[config.mk]
export PLATFORM = sky130hd
export DESIGN_NAME = swim_entry_ctrl
export DESIGN_NICKNAME = d
export VERILOG_FILES = /design/src/rtl/swim_pkg.sv /design/src/rtl/swim_tick_gen.sv /design/src/rtl/swim_entry_ctrl.sv
export SDC_FILE = /design/constraint.sdc
export NUM_CORES = 1
export LEC_CHECK = 0
export ABC_CLOCK_PERIOD_IN_PS = 2920
export CAP_MARGIN = 20
export CORE_AREA = 3 3 121 65
export CTS_CLUSTER_SIZE = 24
export DETAILED_ROUTE_END_ITERATION = 6
export DIE_AREA = 0 0 124 68
export GPL_TIMING_DRIVEN = 1
export PLACE_DENSITY = 0.62
export SKIP_LAST_GASP = 1
export SLEW_MARGIN = 20
export SYNTH_ARGS = -nofsm -noshare
export SYNTH_HDL_FRONTEND = slang
export SYNTH_SLANG_ARGS = --single-unit
[constraint.sdc]
create_clock -name clk -period 2.92 [get_ports clk]
set_input_delay 0.292 -clock clk [delete_from_list [all_inputs] [get_ports clk]]
set_output_delay 0.292 -clock clk [all_outputs]
set_load 0.02 [all_outputs]
[src/rtl/swim_pkg.sv]
// Shared types and constants for the SWIM entry controller.
package swim_pkg;

  typedef enum logic [2:0] {
    IDLE      = 3'd0,
    RST_HOLD  = 3'd1,
    ENT_LOW   = 3'd2,
    ENT_PULSE = 3'd3,
    WAIT_SYNC = 3'd4,
    REPLY     = 3'd5
  } swim_state_t;

  // Host command bytes
  localparam logic [7:0] CMD_RST    = 8'h52;
  localparam logic [7:0] CMD_ENTRY  = 8'h45;
  localparam logic [7:0] CMD_STATUS = 8'h53;

  // Reply bytes
  localparam logic [7:0] RSP_RST     = 8'h72;
  localparam logic [7:0] RSP_OK      = 8'h65;
  localparam logic [7:0] RSP_TIMEOUT = 8'h21;
  localparam logic [7:0] RSP_UNKNOWN = 8'h3F;

  // Entry pulse half-period lengths in ticks: phases 0-7 slow, 8-15 fast
  localparam int unsigned PHASE_TICKS_SLOW = 4;
  localparam int unsigned PHASE_TICKS_FAST = 2;

endpackage

[src/rtl/swim_tick_gen.sv]
// Free-running prescaler producing a one-cycle tick every TICK_DIV cycles.
// clear restarts the count so the next tick lands exactly TICK_DIV cycles later.
module swim_tick_gen #(
  parameter int unsigned TICK_DIV = 6000
) (
  input  logic clk,
  input  logic reset,
  input  logic clear,
  output logic tick
);

  localparam int CW = $clog2(TICK_DIV) + 1;

  logic [CW-1:0] cnt_q;

  assign tick = (cnt_q == CW'(TICK_DIV - 1));

  // Prescaler: count 0..TICK_DIV-1, wrap on tick, restart on clear
  always_ff @(posedge clk) begin
    if (reset || clear || tick) cnt_q <= '0;
    else                        cnt_q <= cnt_q + 1'b1;
  end

endmodule

[src/rtl/swim_entry_ctrl.sv]
// SWIM entry controller: takes one host command at a time, sequences target
// reset and the SWIM entry pulse train, watches for the target sync pulse and
// returns one status byte per command.
//
// Handshakes: a byte moves on a rising edge where valid && ready are both high.
// in_ready is high only in IDLE; out_valid is high only in REPLY and out_data
// holds steady until out_ready is seen.
module swim_entry_ctrl
  import swim_pkg::*;
#(
  parameter int unsigned TICK_DIV     = 6000,
  parameter int unsigned RST_TICKS    = 8,
  parameter int unsigned SYNC_MIN     = 512,
  parameter int unsigned SYNC_TIMEOUT = 16
) (
  input  logic        clk,
  input  logic        reset,
  input  logic [7:0]  in_data,
  input  logic        in_valid,
  output logic        in_ready,
  output logic [7:0]  out_data,
  output logic        out_valid,
  input  logic        out_ready,
  input  logic        swim_in,
  output logic        swim_oe,
  output logic        nrst_n,
  output logic        busy,
  output swim_state_t dbg_state
);

  localparam int unsigned MAX_A = (RST_TICKS > SYNC_TIMEOUT) ? RST_TICKS : SYNC_TIMEOUT;
  localparam int unsigned MAX_TICKS = (MAX_A > PHASE_TICKS_SLOW) ? MAX_A : PHASE_TICKS_SLOW;
  localparam int TW = $clog2(MAX_TICKS) + 1;
  localparam int LW = $clog2(SYNC_MIN) + 1;

  swim_state_t   state_q, state_nx;
  logic [3:0]    phase_q, phase_nx;
  logic [TW-1:0] tick_cnt_q, tick_cnt_nx;
  logic [LW-1:0] low_cnt_q, low_cnt_nx;
  logic          entered_q, entered_nx;
  logic          last_timeout_q, last_timeout_nx;
  logic [7:0]    rsp_q, rsp_nx;
  logic          swim_oe_q, swim_oe_nx;
  logic          nrst_n_q, nrst_n_nx;
  logic          sync1_q, sync2_q;
  logic          tick, transition, sync_hit;
  logic [TW-1:0] phase_len_m1;

  swim_tick_gen #(.TICK_DIV(TICK_DIV)) u_tick (
    .clk   (clk),
    .reset (reset),
    .clear (transition),
    .tick  (tick)
  );

  // Two-flop synchronizer; the line idles high (pulled up)
  always_ff @(posedge clk) begin
    if (reset) begin
      sync1_q <= 1'b1;
      sync2_q <= 1'b1;
    end else begin
      sync1_q <= swim_in;
      sync2_q <= sync1_q;
    end
  end

  assign phase_len_m1 = phase_q[3] ? TW'(PHASE_TICKS_FAST - 1) : TW'(PHASE_TICKS_SLOW - 1);
  assign sync_hit     = (state_q == WAIT_SYNC) && !sync2_q && (low_cnt_q == LW'(SYNC_MIN - 1));

  // Next-state, counters, status flags, reply byte and registered pin values
  always_comb begin
    state_nx        = state_q;
    phase_nx        = phase_q;
    tick_cnt_nx     = tick ? tick_cnt_q + 1'b1 : tick_cnt_q;
    entered_nx      = entered_q;
    last_timeout_nx = last_timeout_q;
    rsp_nx          = rsp_q;
    low_cnt_nx      = ((state_q == WAIT_SYNC) && !sync2_q) ? low_cnt_q + 1'b1 : '0;

    case (state_q)
      IDLE: begin
        if (in_valid) begin
          case (in_data)
            CMD_RST:    state_nx = RST_HOLD;
            CMD_ENTRY:  state_nx = ENT_LOW;
            CMD_STATUS: begin
              state_nx = REPLY;
              rsp_nx   = {6'b0, entered_q, last_timeout_q};
            end
            default: begin
              state_nx = REPLY;
              rsp_nx   = RSP_UNKNOWN;
            end
          endcase
        end
      end
      RST_HOLD: begin
        if (tick && tick_cnt_q == TW'(RST_TICKS - 1)) begin
          state_nx   = REPLY;
          entered_nx = 1'b0;
          rsp_nx     = RSP_RST;
        end
      end
      ENT_LOW: begin
        if (tick) begin
          state_nx = ENT_PULSE;
          phase_nx = 4'd0;
        end
      end
      ENT_PULSE: begin
        if (tick && tick_cnt_q == phase_len_m1) begin
          tick_cnt_nx = '0;
          if (phase_q == 4'd15) state_nx = WAIT_SYNC;
          else                  phase_nx = phase_q + 4'd1;
        end
      end
      WAIT_SYNC: begin
        // Sync takes priority over a timeout landing in the same cycle
        if (sync_hit) begin
          state_nx        = REPLY;
          entered_nx      = 1'b1;
          last_timeout_nx = 1'b0;
          rsp_nx          = RSP_OK;
        end else if (tick && tick_cnt_q == TW'(SYNC_TIMEOUT - 1)) begin
          state_nx        = REPLY;
          entered_nx      = 1'b0;
          last_timeout_nx = 1'b1;
          rsp_nx          = RSP_TIMEOUT;
        end
      end
      REPLY: begin
        if (out_ready) state_nx = IDLE;
      end
      default: state_nx = IDLE;
    endcase

    transition = (state_nx != state_q);
    if (transition) tick_cnt_nx = '0;

    // Pin values follow the state being entered so they change with it
    swim_oe_nx = (state_nx == ENT_LOW) || ((state_nx == ENT_PULSE) && phase_nx[0]);
    nrst_n_nx  = !((state_nx == RST_HOLD) || (state_nx == ENT_LOW) ||
                   (state_nx == ENT_PULSE) || (state_nx == WAIT_SYNC));
  end

  // State, counters and output registers; reset aborts any sequence at once
  always_ff @(posedge clk) begin
    if (reset) begin
      state_q        <= IDLE;
      phase_q        <= 4'd0;
      tick_cnt_q     <= '0;
      low_cnt_q      <= '0;
      entered_q      <= 1'b0;
      last_timeout_q <= 1'b0;
      rsp_q          <= 8'h00;
      swim_oe_q      <= 1'b0;
      nrst_n_q       <= 1'b1;
    end else begin
      state_q        <= state_nx;
      phase_q        <= phase_nx;
      tick_cnt_q     <= tick_cnt_nx;
      low_cnt_q      <= low_cnt_nx;
      entered_q      <= entered_nx;
      last_timeout_q <= last_timeout_nx;
      rsp_q          <= rsp_nx;
      swim_oe_q      <= swim_oe_nx;
      nrst_n_q       <= nrst_n_nx;
    end
  end

  assign in_ready  = (state_q == IDLE);
  assign out_valid = (state_q == REPLY);
  assign out_data  = rsp_q;
  assign busy      = (state_q != IDLE);
  assign swim_oe   = swim_oe_q;
  assign nrst_n    = nrst_n_q;
  assign dbg_state = state_q;

endmodule
# == Word level (Yosys, flattened, before mapping) ==
# Cells that the tools add are included.
# op_classes
n_addsub,4
mul,0
n_div,0
order_cmp,0
n_eq_ne,26
n_shift,0
mux,30
bitwise,1
n_reduce_logical,27
# op_table
cell,count
$mux W8,4
$eq A8 B7 Y1 const B,3
$mux W3,8
$pmux W8 S3,1
$pmux W3 S6,1
$pmux W8 S2,1
$mux W5,3
$add A14 B1 Y14 const B,1
$eq A14 B13 Y1 const B,1
$eq A3 B2 Y1 const B,4
$mux W4,3
$ne A2 B2 Y1 const B,6
$add A10 B1 Y10 const B,1
$eq A10 B9 Y1 const B,1
$eq A3 B3 Y1 const B,3
$pmux W4 S2,1
$eq A3 B1 Y1 const B,2
$logic_and A1 B1 Y1,6
$logic_or A1 B1 Y1,6
$pmux W3 S2,1
$reduce_bool A2 Y1,3
$reduce_bool A3 Y1,2
$reduce_or A2 Y1,3
$add A5 B1 Y5 const B,1
17 further kinds,22
# word_totals
regBits,50
latchBits,0
ram_bits,0
rom_bits,0
inputBits,13
output_inout_bits,16
wordCells,101
memories,0

# == Depth between registers and ports, before layout ==
# Gate-level depths: netlist of run 1.
# depth
ltp_word,10
ltp_mapped,10
depth_no_buf,7

# == By module ==
# Synthesis of run 1 repeated with hierarchy kept, for this count alone.
# hier_totals
hier_cells,283
area_unflattened_um2,2464.9
# modules_own_cells
module,n_inst,cells_each,area_each_um2,seq_area_each_um2
swim_entry_ctrl,1,215,1855.5,700.7
swim_tick_gen,1,68,609.3,280.3

# == Worst setup path before layout of run 1 ==
# OpenSTA, ideal clock, no wires.
# synth_path
path_kind,reg2reg
from,register state_q[2] (netlist: dbg_state[2])
to,register rsp_q[3] (netlist: out_data[3])
setup_ns,0.065
t_arrival_ns,2.334
required_ns,2.855
path_slack_ns,0.521
path_stages_with_launch,7
n_path_buf,0
synth_period_minus_slack_ns,2.399
cell_sequence,dfxtp_1 > or4b_4 > nor4_4 > a21oi_2 > a2111oi_4 > mux2_1 > nor2_1
# synth_via
elab_chain_len,5
elab_cells_between_ends,13
cone_classes,eq/ne (6); mux (2); reduce/logical (5)
# synth_lines
element,line_no,text
start: declaration,swim_entry_ctrl.sv:36,"swim_state_t state_q, state_nx;"
start signal: assignment,swim_entry_ctrl.sv:159,state_q <= state_nx;
$eq A3 B3 Y1,"swim_entry_ctrl.sv:68, swim_entry_ctrl.sv:80",
$logic_and A1 B1 Y1 (2 in series),swim_entry_ctrl.sv:68,assign sync_hit = (state_q == WAIT_SYNC) && !sync2_q && (low_cnt_q == LW'(SYNC_MIN - 1));
$ne A3 B2 Y1 (no line) / $mux W8 (equally long branches),n/a,
$reduce_and A5 Y1 (no line) / $pmux W8 S3 (equally long branches),n/a,
end signal: assignment,swim_entry_ctrl.sv:165,rsp_q <= rsp_nx;
end: declaration,swim_entry_ctrl.sv:42,"logic [7:0] rsp_q, rsp_nx;"
# Several ways; a longest one is shown, not always the timed one.
# A chain may end at the register's enable or synchronous reset.

# == Worst setup path after layout of run 1 ==
# Ends and elaborated chain as after synthesis.

==> summary.md, run 1 <==
| Metric | Value |
|---|---|
| Clock group share of total power | 41.9% |
| Placed cell areas | ~2800 µm² |
| Fillers | between 600 and 700 |
| Multi-input combinational cell area | approximately 1300 µm² |
| Number of flops mapped to enable cells by yosys | 0 |
| Via density per instance | ~5.0 |
| Sequential group share of total power | between 40% and 50% |
| Design Power | ~1.6 mW |
| Clock sinks | about 50 |
| Nets@finish | 319 |
| Min-Delay Path Class | reg -> reg |
| TritonCTS clock tree | built |
| Core Region | 6730 µm² |
| Slew @ Worst Pin | between 0.5 and 0.6 ns |
| Clock root buffer | clkbuf_16 |
| Clock Pin Slew Worst Setup and Hold Paths | 0.06 ns |
| Row count | 21 |
| Hpwl dp | roughly 3.7 mm |
| Cells after Synth | about 270 |
| Worst stage delay on the critical path | around 0.55 ns |
| Synth top area cells | dfxtp_1 41%, xor2_1 4.8%, nor2_1 4.4% |
| Syn. warnings | 0 |
| Initial core utilization | 35.5% |
| Setup-failing EPs final | 0 |
| WL per Instance | 12.5 µm |
| Top cells by count, synth | 49 x dfxtp_1, 28 x nor2_1, 23 x nand2_1, 18 x nor3_1, 13 x xor2_1 |
| Num ports | 29 |
| Area Growth Syn to Fin | 22.5% |
| Post-route minimum period | 2.51 ns |
| Worst path buffer plus inverter count | 0 |
| Worst Path Required | 3.14 ns |
| N_diodes | 0 |
| Setup crit end kind | register |
| Power Internal | around 1.2 mW |
| Final Skew | between 0.005 and 0.006 ns |
| CP delay by family, top | simple AND/OR/NAND/NOR gates |
| Initial detailed-routing violation count | about 120 |
| Clk_lat worst skew | 0.28 ns |
| Synth area leader | dfxtp_1 |
| First-pass GRT wire length | between 8 and 9 mm |
| Antenna viol nets, final | 0 |
| Syn Std Cell Area | between 2000 and 2500 µm² |
| Switch share | roughly 22% |
| Routed vias | approximately 2000 |
| Die footprint | ~8400 µm² |
| Tcrit/Tclk final | between 80% and 90% |
| Routed WL | about 4.9 mm |
| Hold Buf Count CTS | 0 |
| Sw Pwr | 350 µW |
| GRT Overall Usage | between 10% and 20% |
| Chip Width | approximately 120 µm |
| Max Clock Freq | 0.398 GHz |
| Initial antenna violation count | 0 |
| Slowest CP cell | dfxtp_1 |
| Pwr per Cell Area | 534 nW/µm² |
| Slew headroom | between 60 and 70% |
| Pin count of the biggest net entering global routing | 21 |
| CP cell instances | or4b_4 > nor4_4 > a21oi_2 > a2111oi_4 > mux2_1 > nor2_1 |
| Setup TNS | 0 ns |
| Syn_area_per_cell | around 9 µm² |
| Seq/Total Area, Yosys | 41.1% |
| Top-area cell type share of the netlist area | between 40% and 50% |
| Die Span Y | approximately 68 µm |
| VDD IR max | 0.190 mV |
| Layout Utilization | a little over two fifths |
| Logic pwr share | a little over an eighth |
| Remaining Overflow, GRT | 0 |
| Number of max-cap violations | 0 |
| Flops & latches, synth | 49 |
| GP Congestion | ~0.85 |
| Design area | a little under 3000 µm² |
| Leak | between 0.9 and 1 nW |
| CP Max Fanout | 10 |
| Post-CTS resize count | 0 |
| Hold Fails Final Rpt | 0 |
| Unrepaired setup endpoints after global routing | false |
| # Post-CTS Setup Buffers | 0 |
| CP Class | reg -> reg |
| Max clock buf depth | 2 |
| Sequential cell area | slightly below 1000 µm² |
| Synth Flop Type | dfxtp_1 |
| Share of layout cells above drive strength 1 | 6.95% |
| Drt pass-1 iters | 4 |
| Async S/R FF share, synth | 0% |
| Syn_nets | about 290 |
| Vias in the first global route | 1898 |
| Top-count cell post-synth | dfxtp_1 |
| H-tree levels | 2 |
| Outcome | completed |
| # DRC | 0 |
| Port Buffers | 27 |
| Worst endpoint data arrival time | 2.74 ns |
| Max Transition Viols Final | 0 |
| Crit start category | register |
| Distinct cells, synth | 58 |
| CTS buffer count | 5 |
-- stage by stage --
step	worst slack, ns	instances	hold WS (ns)
final	0.406	394	0.414
after floorplan	0.521	273	0.389
after global routing	0.293	394	0.438
after detailed placement	0.373	386	0.404
after global placement	0.423	386	0.405
after CTS	0.395	394	0.419
-- cell families after synthesis --
| logic type | synth area share [%] |
|---|---|
| flops | 41.1 |
| other cells | 0.157 |
| buf+inv | 3.35 |
| fa+ha+maj | 2.62 |
| compound gates | 12.3 |
| mux | 1.36 |
| simple gates | 31.1 |
| xor+xnor | 8.07 |
-- final timing paths --
kind              slack (ns)         start  cells past startpoint     endpoint
setup reg to reg        0.41  dbg_state[2]                      6  out_data[3]
setup / recovery        0.41  dbg_state[2]                      6  out_data[3]
hold / removal          0.41       sync1_q                      1      sync2_q
hold reg to reg         0.41       sync1_q                      1      sync2_q
-- flip-flops by register name, summed over array words and instances, names as in the netlist --
| signal | count |
|---|---|
| u_tick.cnt_q | 14 |
| low_cnt_q | 10 |
| out_data | 7 |
| tick_cnt_q | 5 |
| phase_q | 4 |
| dbg_state | 3 |
| entered_q | 1 |
| last_timeout_q | 1 |
| nrst_n | 1 |
| swim_oe | 1 |
| sync1_q | 1 |
| sync2_q | 1 |
-- per-layer routing --
metal  vias to the layer above  GRT usage, %  share of wire (%)
met2                        24          21.9                 47
met5                         -             0                  0
met4                         0          3.96               0.87
li1                       1035             -                  -
met3                         4          2.48                2.6
met1                       916          15.4                 50
-- cell usage in the layout (no fill, tap or decap), drive strengths merged, types with 2 or more instances in the layout --
cell type      count
a2111oi            2
a21o               2
a21oi             13
a221oi             3
a31oi              2
and2               3
and3               5
and4               2
buf                4
clkbuf             7
clkdlybuf4s50     27
dfxtp             49
ha                 5
inv                8
mux2               2
nand2             23
nand3             12
nand3b             2
nand4              8
nor2              28
nor2b              5
nor3              18
nor3b              5
nor4               3
o21ai              8
o31ai              2
or2                3
or3                3
or4                3
or4b               2
or4bb              2
xnor2              9
xor2              13
-- power groups by stage --
stage,Clock [mW],Sequential (mW),Combinational [mW]
floorplan,0,0.740,0.101
global placement,0,0.718,0.206
detailed placement,0,0.720,0.205
CTS,0.671,0.705,0.206
global route,0.700,0.707,0.223
finish,0.655,0.704,0.205
-- final cells by class --
type	count	share of cell area, %
Clock inverter	1	1.03
Sequential cell	49	33.5
Clock buffer	7	4.87
Inverter	8	1.03
Timing Repair Buffer	31	10.3
Tap cell	92	3.93
Multi-Input combinational cell	206	45.4
No activity file was read; power rests on OpenSTA's default activity.
==> run 2: changes to the inputs <==
--- a/config.mk
+++ b/config.mk
@@ -7,12 +7,12 @@
 export LEC_CHECK = 0
 export ABC_CLOCK_PERIOD_IN_PS = 2920
 export CAP_MARGIN = 20
-export CORE_AREA = 3 3 121 65
+export CORE_AREA = 3 3 87 89
 export CTS_CLUSTER_SIZE = 24
 export DETAILED_ROUTE_END_ITERATION = 6
-export DIE_AREA = 0 0 124 68
+export DIE_AREA = 0 0 90 92
 export GPL_TIMING_DRIVEN = 1
-export PLACE_DENSITY = 0.62
+export PLACE_DENSITY = 0.61
 export SKIP_LAST_GASP = 1
 export SLEW_MARGIN = 20
 export SYNTH_ARGS = -nofsm -noshare
==> run 2 against run 1 <==
Effect of this change: routed wire length fell by 0.38%; clock power fell by 25%; highest routed layer unchanged; final cell count rose by 1.5%.
==> summary.md, run 2 (synthesized netlist as in run 1, its figures left out) <==
| Metric | Value |
|---|---|
| Outcome | completed |
| Initial core utilization | 35.0% (-0.55 points) |
| Core Region | 6830 µm² (+1.6%) |
| Hold WS | 0.416 ns (+0.00193 ns) |
| Worst reg2reg path depth | 8 (+2) |
| GRT Overall Usage | 12.2% (-0.27 points) |
| Die footprint | 8280 µm² (-1.8%) |
| Layout Utilization | 42.3% (-1.2 points) |
| CP cell instances | ha_1 > and3_1 > and4_1 > a31o_2 > a2111oi_1 > o211ai_2 > buf_4 > nor3b_1 |
| Antenna viol nets, final | 0 (unchanged) |
| Initial detailed-routing violation count | 86 (-29%) |
| Clock sinks | 49 (unchanged) |
| CP Class | reg -> reg |
| Worst endpoint data arrival time | 2.72 ns (-0.02 ns) |
| Worst stage delay on the critical path | 0.46 ns (-0.09 ns) |
| Chip Width | 90 µm (-27%) |
| Remaining Overflow, GRT | 0 (unchanged) |
| Via density per instance | 5.00 (-0.55%) |
| TritonCTS clock tree | built |
| Nets@finish | 321 (+0.63%) |
| Hold Fails Final Rpt | 0 (unchanged) |
| Design Power | 1.40 mW (-10%) |
| Placed cell areas | 2770 µm² (+0.73%) |
| Die Span Y | 92 µm (+35%) |
| Vias in the first global route | 1859 (-2.1%) |
| Share of layout cells above drive strength 1 | 7.89% (+0.94 points) |
| Clk_lat worst skew | 0.30 ns (+0.02 ns) |
| Worst Path Required | 3.14 ns (about the same) |
| Slowest CP cell | a2111oi_1 |
| Hold Buf Count CTS | 0 (unchanged) |
| Routed vias | 1998 (+0.96%) |
| Pin count of the biggest net entering global routing | 21 (unchanged) |
| Max Transition Viols Final | 0 (unchanged) |
| Max clock buf depth | 2 (unchanged) |
| CP Max Fanout | 19 (+9) |
| Final Skew | 0.00912 ns (+0.00405 ns) |
| Slew headroom | 62.8% (-2.1 points) |
| Number of max-cap violations | 0 (unchanged) |
| Setup TNS | 0 ns (unchanged) |
| Design area | 2890 µm² (-1.3%) |
| Clock root buffer | clkbuf_8 |
| WL per Instance | 12.3 µm (-1.9%) |
| Max reg flops | 14 (unchanged) |
| Post-route minimum period | 2.49 ns (-0.0209 ns) |
| R2R setup slack | 0.43 ns (+0.02 ns) |
| Max Clock Freq | 0.401 GHz (+0.84%) |
| # Post-CTS Setup Buffers | 0 (unchanged) |
| WHS Endpoint | sync2_q |
| N_diodes | 0 (unchanged) |
| R2R Path Start | u_tick.cnt_q[0] |
| # DRC | 0 (unchanged) |
| Slew @ Worst Pin | 0.553 ns (+0.0323 ns) |
| VDD IR max | 0.189 mV (-0.38%) |
| Commonest cells after routing, fill and taps aside | 49 x dfxtp_1, 28 x nor2_1, 27 x clkdlybuf4s50_1, 23 x nand2_1, 18 x nor3_1 |
| Clock Pin Slew Worst Setup and Hold Paths | 0.09 ns (+0.03 ns) |
| Min-Delay Path Class | reg -> reg |
| GP Congestion | 0.806 (-5.7%) |
| Worst R2R End | u_tick.cnt_q[1] |
| Num ports | 29 (unchanged) |
| Hold_sp | sync1_q |
| Unrepaired setup endpoints after global routing | false |
| Area Growth Syn to Fin | 21.0% |
| Port Buffers | 27 (unchanged) |
| Fillers | 695 (+6.8%) |
| Row count | 30 (+43%) |
| Hold path depth | 1 (unchanged) |
| First-pass GRT wire length | 8.49 mm (+0.89%) |
| Most common cell after layout, fill and taps aside | dfxtp_1 |
| Setup crit end kind | register |
| Leak | 0.972 nW (-1.9%) |
| Top reg by flops | u_tick.cnt_q |
| H-tree levels | 2 (unchanged) |
| Setup-failing EPs final | 0 (unchanged) |
| Hpwl dp | 3.67 mm (-1.1%) |
| Routed WL | 4.92 mm (-0.38%) |
| Tcrit/Tclk final | 85.4% (-0.72 points) |
| Pwr per Cell Area | 485 nW/µm² (-9.3%) |
| Crit start category | register |
| Post-CTS resize count | 0 (unchanged) |
| Drt pass-1 iters | 4 (unchanged) |
| Initial antenna violation count | 0 (unchanged) |
| CTS buffer count | 5 (unchanged) |
==> run 2: metrics by stage <==
| stage | std cells | worst slack, ns |
|---|---|---|
| after floorplan | 273 | 0.521 |
| after global placement | 392 | 0.450 |
| after detailed placement | 392 | 0.358 |
| after CTS | 400 | 0.418 |
| after global routing | 400 | 0.278 |
| final | 400 | 0.426 |
==> run 2: critical path, delay by kind of cell, from the launching register on <==
family	cells	cell delay, ns
DFF	1	0.33
buffers and inverters	1	0.22
adders and majority gates	1	0.23
and+or+nand+nor	3	0.72
AOI/OAI and AO/OA	3	0.92
==> run 2: layer usage <==
metal	wire length [µm]	up-vias	part of all wire, %	global-route usage, %
met2	2310	15	47	20.2
li1	-	1036	-	-
met1	2500	945	51	16.0
met5	0	-	0	0
met4	29	0	0.59	3.83
met3	84	2	1.7	2.21
==> run 2: area by class of cell <==
cell class | count | area, µm² | share of cell area [%]
multi-input combinational | 206 | 1330 | 46.0
sequential | 49 | 981 | 34.0
timing repair buffer | 33 | 315 | 10.9
tap | 96 | 120 | 4.16
clock buffer | 5 | 68.8 | 2.38
clock inverter | 3 | 46.3 | 1.60
inverter | 8 | 30.0 | 1.04
==> run 2: where the power goes <==
group	switching, mW	internal (mW)	leakage [nW]	total [mW]
Clock	0.232	0.257	0.0543	0.489
Combinational	0.113	0.0991	0.520	0.213
Sequential	0.00947	0.689	0.398	0.699
Total	0.355	1.04	0.972	1.40
==> run 2: worst max path at each step <==
stage | startpoint | to | slack [ns] | cells past startpoint
6_report | u_tick.cnt_q[0] | u_tick.cnt_q[1] | 0.43 | 8
3_3_place_gp | in_data[2] | u_tick.cnt_q[1] | 0.45 | 8
2_1_floorplan | dbg_state[2] | out_data[3] | 0.52 | 6
4_1_cts | u_tick.cnt_q[0] | u_tick.cnt_q[1] | 0.42 | 8
5_1_grt | u_tick.cnt_q[0] | u_tick.cnt_q[6] | 0.28 | 8
3_5_place_dp | in_data[2] | u_tick.cnt_q[9] | 0.36 | 8
